**src/rtl/legv8_ctrl_pkg.sv**
```systemverilog
// Shared definitions for the LEGv8 multi-cycle control unit.
//   state_e   : sequencer states (fetch, execute, memory, halt)
//   ctrl_t    : datapath control word produced by the decoder
//   pc_sel_e  : next-PC source selected by the decoder
//   Op*/Fs*   : opcode patterns and ALU function codes
//   Stat*     : bit positions inside the ALU status word {V,C,N,Z}
package legv8_ctrl_pkg;

  typedef enum logic [1:0] {
    StFetch = 2'd0,
    StExec  = 2'd1,
    StMem   = 2'd2,
    StHalt  = 2'd3
  } state_e;

  typedef enum logic [1:0] {
    PcHold   = 2'd0,
    PcSeq    = 2'd1,
    PcBranch = 2'd2
  } pc_sel_e;

  // 11-bit opcodes, IR[31:21]
  localparam logic [10:0] OpAdd  = 11'b10001011000;
  localparam logic [10:0] OpSub  = 11'b11001011000;
  localparam logic [10:0] OpAnd  = 11'b10001010000;
  localparam logic [10:0] OpOrr  = 11'b10101010000;
  localparam logic [10:0] OpLdur = 11'b11111000010;
  localparam logic [10:0] OpStur = 11'b11111000000;
  // 10-bit opcodes, IR[31:22]
  localparam logic [9:0]  OpAddi = 10'b1001000100;
  localparam logic [9:0]  OpSubi = 10'b1101000100;
  // 8-bit opcode, IR[31:24]
  localparam logic [7:0]  OpCbz  = 8'b10110100;
  // 6-bit opcode, IR[31:26]
  localparam logic [5:0]  OpB    = 6'b000101;

  localparam logic [4:0] FsAnd = 5'b00000;
  localparam logic [4:0] FsOrr = 5'b00100;
  localparam logic [4:0] FsAdd = 5'b01000;
  localparam logic [4:0] FsSub = 5'b01010;

  localparam int unsigned StatZ = 0;
  localparam int unsigned StatN = 1;
  localparam int unsigned StatC = 2;
  localparam int unsigned StatV = 3;

  localparam logic [4:0] Xzr = 5'd31;

  typedef struct packed {
    logic [4:0]  sa;
    logic [4:0]  sb;
    logic [4:0]  da;
    logic        wr;
    logic [4:0]  fs;
    logic        c0;
    logic [63:0] k;
    logic        m;
    logic        en_alu;
    logic        en_b;
    logic        en_addr_alu;
    logic        rcs;
    logic        rwe;
    logic        roe;
    logic        ireq;
    logic        halted;
  } ctrl_t;

  function automatic logic [63:0] sext9(logic [8:0] v);
    return {{55{v[8]}}, v};
  endfunction

endpackage

```
**src/rtl/legv8_decoder.sv**
```systemverilog
// Combinational control decoder: state + instruction register + Z flag in,
// datapath control word and next-PC selection out.
//   state_i   : current sequencer state
//   ir_i      : latched instruction word
//   stat_z_i  : ALU zero flag (CBZ condition)
//   ctrl_o    : control word (register selects, ALU function, enables, RAM strobes)
//   pc_sel_o  : hold / PC+4 / PC+br_ofs_o
//   br_ofs_o  : byte offset for taken branches
//   to_mem_o  : instruction needs the extra MEM cycle (LDUR)
module legv8_decoder
  import legv8_ctrl_pkg::*;
(
  input  state_e      state_i,
  input  logic [31:0] ir_i,
  input  logic        stat_z_i,
  output ctrl_t       ctrl_o,
  output pc_sel_e     pc_sel_o,
  output logic [63:0] br_ofs_o,
  output logic        to_mem_o
);

  logic [10:0] op11;
  logic [9:0]  op10;
  logic [7:0]  op8;
  logic [5:0]  op6;
  logic [4:0]  rd;
  logic [4:0]  rn;
  logic [4:0]  rm;
  logic [11:0] imm12;
  logic [8:0]  dt9;
  logic [18:0] imm19;
  logic [25:0] imm26;
  logic        is_rtype;
  logic        is_itype;
  ctrl_t       mem_addr;

  assign op11  = ir_i[31:21];
  assign op10  = ir_i[31:22];
  assign op8   = ir_i[31:24];
  assign op6   = ir_i[31:26];
  assign rd    = ir_i[4:0];
  assign rn    = ir_i[9:5];
  assign rm    = ir_i[20:16];
  assign imm12 = ir_i[21:10];
  assign dt9   = ir_i[20:12];
  assign imm19 = ir_i[23:5];
  assign imm26 = ir_i[25:0];

  assign is_rtype = (op11 == OpAdd) || (op11 == OpSub) || (op11 == OpAnd) || (op11 == OpOrr);
  assign is_itype = (op10 == OpAddi) || (op10 == OpSubi);

  // Base+offset RAM address drive shared by LDUR (both cycles) and STUR
  always_comb begin
    mem_addr             = '0;
    mem_addr.sa          = rn;
    mem_addr.m           = 1'b1;
    mem_addr.k           = sext9(dt9);
    mem_addr.fs          = FsAdd;
    mem_addr.en_addr_alu = 1'b1;
    mem_addr.rcs         = 1'b1;
    mem_addr.roe         = 1'b1;
  end

  always_comb begin
    ctrl_o   = '0;
    pc_sel_o = PcHold;
    br_ofs_o = '0;
    to_mem_o = 1'b0;
    unique case (state_i)
      StFetch: ctrl_o.ireq = 1'b1;
      StHalt:  ctrl_o.halted = 1'b1;
      StExec: begin
        pc_sel_o = PcSeq;
        if (is_rtype) begin
          ctrl_o.sa     = rn;
          ctrl_o.sb     = rm;
          ctrl_o.da     = rd;
          ctrl_o.wr     = 1'b1;
          ctrl_o.en_alu = 1'b1;
          unique case (op11)
            OpAdd:   ctrl_o.fs = FsAdd;
            OpSub: begin
              ctrl_o.fs = FsSub;
              ctrl_o.c0 = 1'b1;
            end
            OpAnd:   ctrl_o.fs = FsAnd;
            default: ctrl_o.fs = FsOrr;
          endcase
        end else if (is_itype) begin
          ctrl_o.sa     = rn;
          ctrl_o.sb     = rm;
          ctrl_o.da     = rd;
          ctrl_o.wr     = 1'b1;
          ctrl_o.en_alu = 1'b1;
          ctrl_o.m      = 1'b1;
          ctrl_o.k      = {52'b0, imm12};
          ctrl_o.fs     = (op10 == OpSubi) ? FsSub : FsAdd;
          ctrl_o.c0     = (op10 == OpSubi);
        end else if (op11 == OpLdur) begin
          ctrl_o   = mem_addr;
          to_mem_o = 1'b1;
          pc_sel_o = PcHold;  // PC advances when MEM completes
        end else if (op11 == OpStur) begin
          ctrl_o      = mem_addr;
          ctrl_o.roe  = 1'b0;
          ctrl_o.sb   = rd;
          ctrl_o.en_b = 1'b1;
          ctrl_o.rwe  = 1'b1;
        end else if (op8 == OpCbz) begin
          // Rt + XZR through the ALU so Z reflects Rt == 0
          ctrl_o.sa = Xzr;
          ctrl_o.sb = rd;
          ctrl_o.fs = FsAdd;
          if (stat_z_i) begin
            pc_sel_o = PcBranch;
            br_ofs_o = {{43{imm19[18]}}, imm19, 2'b00};
          end
        end else if (op6 == OpB) begin
          pc_sel_o = PcBranch;
          br_ofs_o = {{36{imm26[25]}}, imm26, 2'b00};
        end
      end
      StMem: begin
        pc_sel_o  = PcSeq;
        ctrl_o    = mem_addr;
        ctrl_o.da = rd;
        ctrl_o.wr = 1'b1;
      end
      default: ;
    endcase
    // XZR is never written
    if (ctrl_o.da == Xzr) ctrl_o.wr = 1'b0;
  end

endmodule

```
**src/rtl/legv8_control_unit.sv**
```systemverilog
// Multi-cycle LEGv8 control unit. Fetches instructions over an IREQ/IRDY
// handshake, holds them in IR, sequences the datapath control word and owns PC.
//   CLK, RST              : clock (rising edge), asynchronous active-low reset
//   IADDR, IREQ           : fetch address (= PC) and request
//   IRDY, IDATA           : instruction valid and word
//   STAT                  : ALU status {V,C,N,Z}
//   SA, SB, DA, WR        : register-file selects and write enable
//   FS, C0, K, M          : ALU function, carry-in, constant, K/BBUS mux select
//   EN_ALU, EN_B, EN_ADDR_ALU : bus drive enables
//   RCS, RWE, ROE         : RAM strobes
//   HALTED                : high in the halt state
module legv8_control_unit
  import legv8_ctrl_pkg::*;
#(
  parameter logic [63:0] PC_RESET = 64'h0
) (
  input  logic        CLK,
  input  logic        RST,
  output logic [63:0] IADDR,
  output logic        IREQ,
  input  logic        IRDY,
  input  logic [31:0] IDATA,
  input  logic [3:0]  STAT,
  output logic [4:0]  SA,
  output logic [4:0]  SB,
  output logic [4:0]  DA,
  output logic        WR,
  output logic [4:0]  FS,
  output logic        C0,
  output logic [63:0] K,
  output logic        M,
  output logic        EN_ALU,
  output logic        EN_B,
  output logic        EN_ADDR_ALU,
  output logic        RCS,
  output logic        RWE,
  output logic        ROE,
  output logic        HALTED
);

  state_e      state_q;
  logic [63:0] pc_q;
  logic [31:0] ir_q;
  logic [63:0] pc_next;
  ctrl_t       ctrl;
  pc_sel_e     pc_sel;
  logic [63:0] br_ofs;
  logic        to_mem;
  logic        unused_stat;

  assign unused_stat = ^{STAT[StatV], STAT[StatC], STAT[StatN]};

  legv8_decoder u_decoder (
    .state_i  (state_q),
    .ir_i     (ir_q),
    .stat_z_i (STAT[StatZ]),
    .ctrl_o   (ctrl),
    .pc_sel_o (pc_sel),
    .br_ofs_o (br_ofs),
    .to_mem_o (to_mem)
  );

  always_comb begin
    unique case (pc_sel)
      PcSeq:    pc_next = pc_q + 64'd4;
      PcBranch: pc_next = pc_q + br_ofs;
      default:  pc_next = pc_q;
    endcase
  end

  always_ff @(posedge CLK or negedge RST) begin
    if (!RST) begin
      state_q <= StFetch;
      pc_q    <= PC_RESET;
      ir_q    <= '0;
    end else begin
      pc_q <= pc_next;
      unique case (state_q)
        StFetch: begin
          if (IRDY) begin
            ir_q    <= IDATA;
            state_q <= (IDATA == 32'h0) ? StHalt : StExec;
          end
        end
        StExec:  state_q <= to_mem ? StMem : StFetch;
        StMem:   state_q <= StFetch;
        default: state_q <= StHalt;  // left only through reset
      endcase
    end
  end

  assign IADDR       = pc_q;
  assign IREQ        = ctrl.ireq;
  assign HALTED      = ctrl.halted;
  assign SA          = ctrl.sa;
  assign SB          = ctrl.sb;
  assign DA          = ctrl.da;
  assign WR          = ctrl.wr;
  assign FS          = ctrl.fs;
  assign C0          = ctrl.c0;
  assign K           = ctrl.k;
  assign M           = ctrl.m;
  assign EN_ALU      = ctrl.en_alu;
  assign EN_B        = ctrl.en_b;
  assign EN_ADDR_ALU = ctrl.en_addr_alu;
  assign RCS         = ctrl.rcs;
  assign RWE         = ctrl.rwe;
  assign ROE         = ctrl.roe;

endmodule

```
**config.mk**
```make
export PLATFORM = sky130hd
export DESIGN_NAME = legv8_control_unit
export DESIGN_NICKNAME = d
export VERILOG_FILES = /design/src/rtl/legv8_ctrl_pkg.sv /design/src/rtl/legv8_decoder.sv /design/src/rtl/legv8_control_unit.sv
export SDC_FILE = /design/constraint.sdc
export NUM_CORES = 1
export LEC_CHECK = 0
export ABC_AREA = 1
export BUFFER_PORTS_ARGS = -buffer_cell sky130_fd_sc_hd__buf_2
export CELL_PAD_IN_SITES_DETAIL_PLACEMENT = 1
export CELL_PAD_IN_SITES_GLOBAL_PLACEMENT = 1
export CORE_ASPECT_RATIO = 0.6
export CORE_MARGIN = 2
export CORE_UTILIZATION = 39
export CTS_CLUSTER_DIAMETER = 100
export DETAILED_ROUTE_END_ITERATION = 6
export PLACE_DENSITY = 0.91
export SKIP_LAST_GASP = 1
export SLEW_MARGIN = 20
export SYNTH_ARGS = -nofsm -noshare
export SYNTH_HDL_FRONTEND = slang
export SYNTH_SLANG_ARGS = --single-unit
```
**constraint.sdc**
```tcl
create_clock -name CLK -period 4.4 [get_ports CLK]
set_input_delay 0.22 -clock CLK [delete_from_list [all_inputs] [get_ports CLK]]
set_output_delay 0.22 -clock CLK [all_outputs]
set_load 0.03 [all_outputs]
```
==> results of run 1 <==
where the power goes:
group	internal (mW)	switching, mW	total, mW
sequential	1.06	0.265	1.32
combinational	0.458	1.49	1.94
clock	0.403	0.462	0.865
total	1.92	2.21	4.13
synth_stat cells, types with 2 or more instances:
cell,number
nand2_1,709
inv_1,304
nor2_1,151
nand3_1,118
a21oi_1,102
dfrtp_1,96
ha_1,66
o21ai_0,65
buf_4,58
clkbuf_1,29
nor3_1,27
a31oi_1,24
nand4_1,16
or2_2,16
inv_2,11
nor3_4,11
o21bai_1,11
nand3b_1,9
xnor2_1,9
o22ai_1,6
a21boi_0,5
nand2_2,5
mux2_2,4
nand3_2,4
nor4_1,4
xor2_1,4
nor2_2,3
o21ai_1,3
a21boi_1,2
buf_2,2
clkinv_1,2
nand2_4,2
nand3_4,2
nand4_2,2
nor3_2,2
o31ai_1,2
cells by family (layout without fill, tap and decap cells):
family / count (synthesis) / in the layout
XOR/XNOR: 13 / 13
AO/OA/AOI/OAI: 223 / 223
adder cells (fa/ha/maj): 67 / 67
multiplexers: 4 / 4
buffers and inverters: 409 / 558
AND/OR/NAND/NOR: 1086 / 1086
flip-flops: 96 / 96
other: 1 / 4
worst paths after layout:
kind / end / slack, ns / from / cells past startpoint
max in group asynchronous: ir_q[23] / 3.37 / RST / 2
setup reg to reg: IADDR[29] / 0.11 / ir_q[27] / 27
hold reg to reg: IADDR[11] / 0.52 / IADDR[11] / 2
setup / recovery: IADDR[29] / 0.11 / ir_q[27] / 27
hold / removal: IADDR[54] / -0.02 / RST / 1
min in group CLK: ir_q[31] / 0.07 / IDATA[31] / 2
state kept, by name, indices dropped and copies added (netlist names):
register and cells:
state_q 2, IADDR 62, ir_q 32
cell type report:
| type | instances | area share (%) |
|---|---|---|
| inverters | 318 | 9.380 |
| clock inverters | 7 | 0.5287 |
| multi-input cells | 1397 | 56.09 |
| repair buffers | 224 | 9.850 |
| clock buffers | 9 | 1.762 |
| well taps | 367 | 3.593 |
| flip-flops and latches | 96 | 18.80 |
stage by stage:
step                      utilization [%]  TNS, ns
final                               46.04        0
after global routing                46.04   -1.914
after CTS                           44.96        0
after detailed placement            43.86        0
after global placement              43.86        0
after floorplan                         -        0
timing repair:
item	CTS	global route
setup buffers	0	4
pin swaps	0	9
setup endpoints to repair	2	42
endpoints found under the hold margin	0	0
cloned	0	1
resized for setup	3	67
routing by layer:
layer	wire, um	share of wire (%)	track usage (%)
met5	0	0	0
met4	879	1.8	6.456
met3	5413	11	11.14
met2	18370	38	42.77
met1	23950	49	48.38
worst reg2reg max path: cells and delay by family (launching register included):
family	cells	cell delay, ns
flip-flops	1	0.38
AO/OA/AOI/OAI	1	0.17
buffers and inverters	5	0.59
adder cells (fa/ha/maj)	2	0.64
AND/OR/NAND/NOR	19	2.41
==> metrics.md, run 1 <==
| Metric | Value |
|---|---|
| Outcome | finished, violations left |
| Failing checks | DRC, hold timing |
| Critical path arrival | between 4 and 5 ns |
| Layout net count | between 2000 and 2500 |
| DRT Pass-1 Iters | 7 |
| Worst setup margin | ~0.11 ns |
| Synth Area in Compound Gates | 11.05% |
| Highest-count cells in the layout ignoring fill and taps | nand2_1 (690), inv_1 (302), buf_2 (189) |
| Chip width | approximately 220 um |
| Final setup fails | 0 |
| CTS tree | yes |
| Ys Warns | 0 |
| Critical Path Most Common Cell | nand2_1 |
| Worst slew pin tran | about 0.97 ns |
| Simple-gate share of the synthesized area | a little over two fifths |
| Final Cycle Share | between 90% and 100% |
| I/O pin total | 198 |
| Worst-path clk slew | 0.09 ns |
| Crit Path Category | flip-flop to flip-flop |
| Clk buf depth | 2 |
| Post-route antenna net violation count | 0 |
| Syn avg cell area | 5.837 um^2 |
| Post-DP HPWL | 39230 um |
| CP top delay family | simple AND/OR/NAND/NOR gates |
| Top cell type's share of synthesized area | between 20% and 30% |
| Max Freq | around 230 MHz |
| Slowest CP cell | dfrtp_1 |
| GPL Wtd Cong | approximately 1.0 |
| Detail-routed via count per cell | 5.442 |
| Seq/Total Area, Yosys | between 20% and 30% |
| Seq cells post-synth | 96 |
| Leakage | between 7 and 8 nW |
| Standard-cell rows | 47 |
| Max-slew headroom | between 30% and 40% |
| GRT Util Overall | a little under a third |
| Worst path bufs/invs | 5 |
| Mux contribution to synthesized area | less than 1% |
| Die area | ~30000 um^2 |
| Remaining Overflow, GRT | 0 |
| Top post-synthesis cells by area | nand2_1 (24%), dfrtp_1 (22%), inv_1 (10%) |
| Synth Area in XOR/XNOR | under 10% |
| Root buf cell | clkbuf_16 |
| Area grow syn2layout | 15.28% |
| Worst path required time | about 4.7 ns |
| Layout Skew | roughly 0.016 ns |
| CTS Buf Count | 9 |
| Routed wire length | a little under 50000 um |
| Ys async rst share | 100.0% |
| Sink Count | 96 |
| Tmin final | ~4.3 ns |
| Core ar. | 27760 um^2 |
| DP Area | 12180 um^2 |
| Hold slack | -0.01802 ns |
| Worst Path Max Fanout | 6 |
| Cell area after synthesis | between 10000 and 15000 um^2 |
| Worst slack at placement | 0.01027 ns |
| Max-cap violation count | 0 |
| Post-synth EDFFs | 0 |
| Cells after Synth | 1899 |
| VDD IR-drop max | between 0.3 and 0.4 mV |
| Dpl cells | around 2400 |
| Layout cells sized above 1 | 17.99% |
| Worst min path class | primary input to asynchronous set/reset pin |
| Vias in the first global route | roughly 13000 |
| # H-tree levels | 3 |
| Post-route DRC | 9 |
| Largest family of logic cells by synthesized area | simple AND/OR/NAND/NOR gates |
| Detailed Route Iter0 Violations | approximately 1300 |
| Max Slew Vio Count | 0 |
| Largest net degree at the start of global routing | 74 |
| Seq. cell area | between 2000 and 2500 um^2 |
| Ys flop type | dfrtp_1 |
| Clk Latency, worst-skew pair | around 0.4 ns |
| Slowest Stage Delay on Critical Path | 0.38 ns |
| P per Cell Area | 323.4 nW/um^2 |
| First-pass GRT wire length | around 73000 um |
| Worst setup SP type | flip-flop |
| Most common cell after layout, fill and taps aside | nand2_1 |
| Area share of fa/ha/maj cells after synthesis | roughly 7.6% |
| Vias post-DR | ~13000 |
| Die Ht | between 100 and 150 um |
| Initial Utilization | about two fifths |
| DR WL/cell | between 20 and 25 um |
| Number of diodes | 0 |
| Hold-fix buffers at CTS | 0 |
| Yosys cell types | 49 |
| Multi-input logic area | 7167 um^2 |
| Leading area contributor after synthesis | nand2_1 |
| Final Hold Vio Count | 24 |
| Finished Layout Cells | roughly 2400 |
| Final design instance area without fill | roughly 13000 um^2 |
| Initial antenna violation count | 0 |
| Port bufs | 190 |
| Fillers | approximately 3900 |
| Total power | 4.132 mW |
| Worst setup EP type | flip-flop |
Power figures use the tool's default switching activity.
==> run 2, diff against run 1 <==
CAP_MARGIN = 15   (was not set)
CELL_PAD_IN_SITES_DETAIL_PLACEMENT = 0   (was 1)
REMOVE_ABC_BUFFERS = 1   (was not set)
==> run 2 against run 1 <==
Net effect: the run still ends with DRC, hold timing left; worst setup slack better by 0.15 ns; fmax is 3.7% higher; register-to-register slack better by 0.15 ns; clock power is 6.2% higher; combinational power hardly changed; sequential cell count stayed put; clock skew is 0.0030 ns lower; first-iteration DRC count is 3.1% higher; core utilization is 0.93 points lower; routed wire length is 11% lower; sequential power hardly changed; critical path depth is 1 lower; critical endpoint is now IADDR[40]; highest routed layer is now met5.
==> metrics.md, run 2 (synthesis gave the netlist of run 1 again) <==
| Metric | Value |
|---|---|
| GPL Wtd Cong | between 0.9 and 1 |
| CTS Buf Count | 9 |
| Worst-path clk slew | 0.08 ns |
| Total power | between 4 and 5 mW |
| First-pass GRT wire length | between 60000 and 70000 um |
| Area grow syn2layout | 12.95% |
| Die Ht | 134.6 um |
| Failing checks | DRC, hold timing |
| DR WL/cell | between 15 and 20 um |
| Fillers | 3010 |
| Vias in the first global route | between 10000 and 15000 |
| Sink Count | 96 |
| RSZ-0062 raised after global routing | no |
| Critical path arrival | ~4.4 ns |
| Gate power share | a little under half |
| R2R Path End | IADDR[40] |
| Clk pwr share | about 22% |
| Slowest CP cell | dfrtp_1 |
| GRT Util Overall | 29.24% |
| Remaining Overflow, GRT | 0 |
| Highest-count cells in the layout ignoring fill and taps | nand2_1 (703), inv_1 (304), buf_2 (189) |
| Clk buf depth | 2 |
| Hold slack | -0.02826 ns |
| Pint | 2.019 mW |
| Max reg flops | 62 |
| Max-slew headroom | between 30% and 40% |
| I/O pin total | between 150 and 200 |
| Register-to-Register Path Depth | 26 |
| Dpl cells | 2391 |
| Worst min path class | primary input to asynchronous set/reset pin |
| Sequential power share | between 30% and 40% |
| Worst setup SP type | flip-flop |
| Layout cells sized above 1 | between 10% and 20% |
| Max Freq | 241.9 MHz |
| Sw Ratio | between 50% and 60% |
| Finished Layout Cells | roughly 2400 |
| DRT Pass-1 Iters | 7 |
| RR Startpoint | ir_q[27] |
| Detailed Route Iter0 Violations | between 1000 and 1500 |
| Worst Path Max Fanout | 5 |
| Final Cycle Share | a little over nine tenths |
| Detail-routed via count per cell | roughly 5.1 |
| Initial antenna violation count | 0 |
| Hold-fix buffers at CTS | 0 |
| Critical Path Most Common Cell | nand2_1 |
| Worst setup EP type | flip-flop |
| VDD IR-drop max | between 0.3 and 0.4 mV |
| Worst path required time | 4.68 ns |
| Max Slew Vio Count | 0 |
| Worst slew pin tran | between 1 and 1.5 ns |
| # H-tree levels | 3 |
| Chip width | approximately 220 um |
| Vias post-DR | ~12000 |
| Initial Utilization | about 40% |
| Slowest Stage Delay on Critical Path | roughly 0.38 ns |
| Core ar. | between 20000 and 30000 um^2 |
| Root buf cell | clkbuf_16 |
| Logic depth of the worst path, buffers included | 26 |
| Number of diodes | 0 |
| Tmin final | just over 4 ns |
| R2R Setup Slk | between 0.2 and 0.3 ns |
| Final setup fails | 0 |
| Standard-cell rows | 47 |
| CTS tree | yes |
| Post-route DRC | 4 |
| Largest net degree at the start of global routing | 74 |
| Layout Skew | roughly 0.013 ns |
| P per Cell Area | between 300 and 400 nW/um^2 |
| Post-DP HPWL | 36250 um |
| Max-cap violation count | 0 |
| Layout net count | between 2000 and 2500 |
| CP top delay family | simple AND/OR/NAND/NOR gates |
| Post-route antenna net violation count | 0 |
| Most common cell after layout, fill and taps aside | nand2_1 |
| Die area | 29830 um^2 |
| Port bufs | 190 |
| Crit Path Category | flip-flop to flip-flop |
| Final Hold Vio Count | 31 |
| Outcome | finished, violations left |
| Worst path bufs/invs | 3 |
| Clk Latency, worst-skew pair | ~0.4 ns |
| Sw power | roughly 2.1 mW |
| Routed wire length | ~43000 um |
| Leakage | 7.621 nW |
==> run 2: changes by cell type in the layout (fill, tap and decap cells not counted), moves of 8 or more <==
cell,change
a21oi_2,-8
nand2_1,+13
nor2_1,+13
nand2_2,-11
a21oi_1,+8
nor2_2,-13
==> run 2: layer usage <==
metal / global-route usage, % / wire (um)
met1: 47.58 / 22630
met2: 34.87 / 14600
met3: 10.70 / 5787
met4: 4.542 / 319
met5: 2.258 / 92
==> run 2: repair_timing <==
item / CTS / global route
buffers inserted: 0 / 3
endpoints found under the hold margin: 0 / 0
setup endpoints to repair: 0 / 27
resized for setup: 0 / 10
==> run 2: per-stage QoR <==
stage	area (um^2)	TNS, ns	util, %	worst slack (ns)
after floorplan	10530	-998.50	-	-19.00
after global placement	12150	0	43.76	0.3789
after detailed placement	12150	0	43.76	0.3386
after CTS	12470	0	44.92	0.3106
after global routing	12520	0	45.10	0.007479
final	12520	0	45.10	0.2655
==> run 2: power by group through the flow <==
stage | logic (mW) | registers, mW | clock network [mW]
global route | 2.06 | 1.34 | 0.974
detailed placement | 1.88 | 1.32 | 0
CTS | 1.89 | 1.31 | 0.940
finish | 1.92 | 1.32 | 0.919
global placement | 1.86 | 1.32 | 0
floorplan | 1.13 | 1.27 | 0
==> run 2: area by class of cell <==
type	count	area [um^2]	share of cell area [%]
clock buffers	10	229.0	1.829
multi-input cells	1397	6967	55.65
clock inverters	6	92.59	0.7396
inverters	318	1196	9.554
repair buffers	216	1174	9.374
well taps	367	459.2	3.668
flip-flops and latches	96	2402	19.19
==> run 2: how the worst max path moves through the flow <==
| stage | endpoint | from | slack [ns] |
|---|---|---|---|
| final | IADDR[40] | ir_q[27] | 0.27 |
| after global routing | IADDR[56] | ir_q[25] | 0.007 |
| after global placement | IADDR[58] | ir_q[27] | 0.38 |
| after detailed placement | IADDR[36] | ir_q[27] | 0.34 |
| after CTS | IADDR[36] | ir_q[27] | 0.31 |
| after floorplan | K[12] | state_q[1] | -19.00 |
==> run 3, diff against run 2 <==
CORE_UTILIZATION = 41   (was 39)
PLACE_DENSITY = 0.92   (was 0.91)
REMOVE_ABC_BUFFERS = not set   (was 1)
SYNTH_HIERARCHICAL = 1   (was not set)
==> run 3 against run 2 <==
Net effect: clock skew is 0.0072 ns higher; register-to-register slack worse by 0.05 ns; clock power shrank 7.9%; critical path type unchanged; largest power group unchanged; via count rose by 29%; the flow now finishes without violations.
==> metrics.md, run 3 <==
| Metric | Value |
|---|---|
| CTS tree | yes |
| GRT busiest layer | met1 |
| Fillers | 3706 |
| Post-route DRC | 0 |
| Root buf cell | clkbuf_16 |
| Vias in the first global route | approximately 14000 |
| Tmin final | about 4.2 ns |
| Sw power | 5.335 mW |
| Leading area contributor after synthesis | nand2_1 |
| Max reg flops | 64 |
| Vias post-DR | 15940 |
| # H-tree levels | 3 |
| Worst slew pin tran | a little over 0.9 ns |
| Final Hold Vio Count | 0 |
| Worst min path class | primary input to flip-flop |
| Layout Skew | between 0.02 and 0.025 ns |
| Yosys cell types | 50 |
| Remaining Overflow, GRT | 0 |
| Max Freq | 238.9 MHz |
| Pint | ~3.2 mW |
| Worst Path Max Fanout | 14 |
| Final Cycle Share | ~95% |
| Cell with the most instances after synthesis | nand2_1 |
| Post-DP HPWL | 49950 um |
| Initial Utilization | around 41% |
| Hold slack | between 0.08 and 0.09 ns |
| GRT Util Overall | about a third |
| Final design instance area without fill | ~15000 um^2 |
| Critical Path Most Common Cell | nand2_1 |
| Die Ht | ~150 um |
| Worst setup EP type | flip-flop |
| Worst setup SP type | flip-flop |
| I/O pin total | between 150 and 200 |
| Hold Startpoint | IDATA[2] |
| Final setup fails | 0 |
| Hold Path End | ir_q[2] |
| Met2 Resource Use GR | between 40% and 50% |
| Post-route antenna net violation count | 0 |
| Number of diodes | 0 |
| RSZ-0062 raised after global routing | no |
| Clk buf depth | 2 |
| Worst-path clk slew | about 0.09 ns |
| First-pass GRT wire length | 87860 um |
| Max Slew Vio Count | 0 |
| DR WL/cell | a little over 20 um |
| Finished Layout Cells | just under 3000 |
| Sequential power share | 22.3% |
| Area grow syn2layout | 9.052% |
| Routed wire length | approximately 60000 um |
| GPL Wtd Cong | between 1 and 1.5 |
| Gate power share | approximately two thirds |
| VDD IR-drop max | 0.3986 mV |
| Largest net degree at the start of global routing | 62 |
| Chip width | 241.2 um |
| Crit-path cells | inv_1 > nand2_2 > nor2_2 > nand2_1 > nand2_1 > nand2_2 > nand3_4 > nor2_4 > nand2_4 > nor3_1 > ha_1 > nand2_1 > nor2_1 > and3_1 > nand2_1 > nand2_1 > nand2_1 > nand2_1 > nand2_1 > nand3_1 > nand3_1 > a21oi_2 |
| R2R Setup Slk | 0.21 ns |
| Register-to-Register Path Depth | 22 |
| Clk Latency, worst-skew pair | between 0.3 and 0.4 ns |
| Sw Ratio | 62.32% |
| DP Area | 14780 um^2 |
| Detailed Route Iter0 Violations | 1960 |
| Detail-routed via count per cell | around 5.4 |
| Top post-synthesis cells by area | nand2_1 (19%), dfrtp_1 (18%), inv_1 (10%) |
| CTS Buf Count | 9 |
| Cells after Synth | between 2000 and 2500 |
| Die area | between 30000 and 40000 um^2 |
| Standard-cell rows | 52 |
| Total power | 8.561 mW |
| Most common cell after layout, fill and taps aside | nand2_1 |
| Seq cells post-synth | 98 |
| Ys async rst share | 100.0% |
| Worst path required time | 4.73 ns |
| Post-Route Setup TNS | 0 ns |
| Ys Warns | 6 |
| Cell area after synthesis | 13840 um^2 |
| Top cell type's share of synthesized area | about a fifth |
| Layout net count | ~2600 |
| DRT Pass-1 Iters | 6 |
| Post-synth EDFFs | 0 |
| Seq/Total Area, Yosys | between 15 and 20% |
| Outcome | complete, no violations |
| Hold Crit Depth | 2 |
| Max-cap violation count | 0 |
| Initial antenna violation count | 0 |
| Met3 Usage GRT | approximately 14% |
| Syn avg cell area | about 5.8 um^2 |
| RR Startpoint | ir_q[21] |
| Leakage | roughly 8.6 nW |
| Clk pwr share | about a tenth |
| Highest-count cells in the layout ignoring fill and taps | nand2_1 (704), inv_1 (387), nor2_1 (252) |
| Critical path arrival | around 4.5 ns |
| P per Cell Area | roughly 570 nW/um^2 |
| Dpl cells | approximately 2900 |
| R2R Path End | IADDR[61] |
| Slowest Stage Delay on Critical Path | ~0.43 ns |
| Crit Path Category | flip-flop to flip-flop |
| Layout cells sized above 1 | ~14% |
| Slowest CP cell | dfrtp_1 |
| Ys flop type | dfrtp_1 |
| Core ar. | 33440 um^2 |
| Met1 usage | between 50% and 60% |
| Max-slew headroom | between 30% and 40% |
| Most frequent cells after synthesis | nand2_1 (704), inv_1 (387), nor2_1 (253) |
| Port bufs | around 190 |
| Sink Count | 98 |
run 3: area by class of cell:
cell class	count	area (um^2)	share of cell area, %
sequential	98	2452	16.25
multi-input combinational	1763	9010	59.71
tap	459	574.3	3.806
clock buffer	10	239.0	1.584
timing repair buffer	228	1261	8.359
inverter	398	1495	9.910
clock inverter	6	56.30	0.3732
run 3: cell families (layout without fill, tap and decap cells):
| logic type | after synthesis | after routing | synth area share, % |
|---|---|---|---|
| mux | 22 | 22 | 1.791 |
| simple gates | 1258 | 1258 | 39.43 |
| compound gates | 352 | 352 | 13.60 |
| xor+xnor | 54 | 54 | 3.418 |
| buf+inv | 535 | 642 | 17.35 |
| other cells | 1 | 4 | 0.02710 |
| fa+ha+maj | 73 | 73 | 6.656 |
| flops | 98 | 98 | 17.72 |
run 3: worst max path at each step:
stage	slack [ns]	cells past startpoint	endpoint	from
finish	0.21	22	IADDR[61]	ir_q[21]
global route	0.11	22	IADDR[61]	ir_q[21]
CTS	0.47	22	IADDR[61]	ir_q[21]
detailed placement	0.49	20	IADDR[61]	ir_q[21]
global placement	0.52	20	IADDR[61]	ir_q[24]
floorplan	0.29	22	IADDR[52]	state_q[1]
run 3: worst max-delay path, delay by kind of cell (launching register included):
kind	cells	cell delay, ns
fa+ha+maj	1	0.39
compound gates	1	0.21
flops	1	0.43
buf+inv	1	0.15
simple gates	19	2.91
run 3: per-layer routing:
metal	share of wire, %	wire length [um]
met5	0.14	86
met4	0.62	372
met3	15	9233
met2	35	20900
met1	49	28980
run 3: timing repair:
| item | CTS | global route |
|---|---|---|
| resized for setup | 0 | 0 |
| hold endpoints to repair | 22 | 0 |
| hold buffers | 1 | 0 |
| buffers inserted | 0 | 0 |
run 3: stage by stage:
stage / setup WS [ns] / util (%)
3_3_place_gp: 0.5163 / 44.20
6_report: 0.2140 / 45.12
5_1_grt: 0.1051 / 45.12
4_1_cts: 0.4735 / 45.12
3_5_place_dp: 0.4885 / 44.20
2_1_floorplan: 0.2919 / -
run 3: power groups by stage:
stage | Clock (mW) | Combinational, mW | Sequential, mW
2_1_floorplan | 0 | 3.95 | 1.87
3_3_place_gp | 0 | 5.58 | 1.87
3_5_place_dp | 0 | 5.64 | 1.88
4_1_cts | 0.850 | 5.67 | 1.86
5_1_grt | 0.892 | 6.39 | 1.93
6_report | 0.846 | 5.81 | 1.91
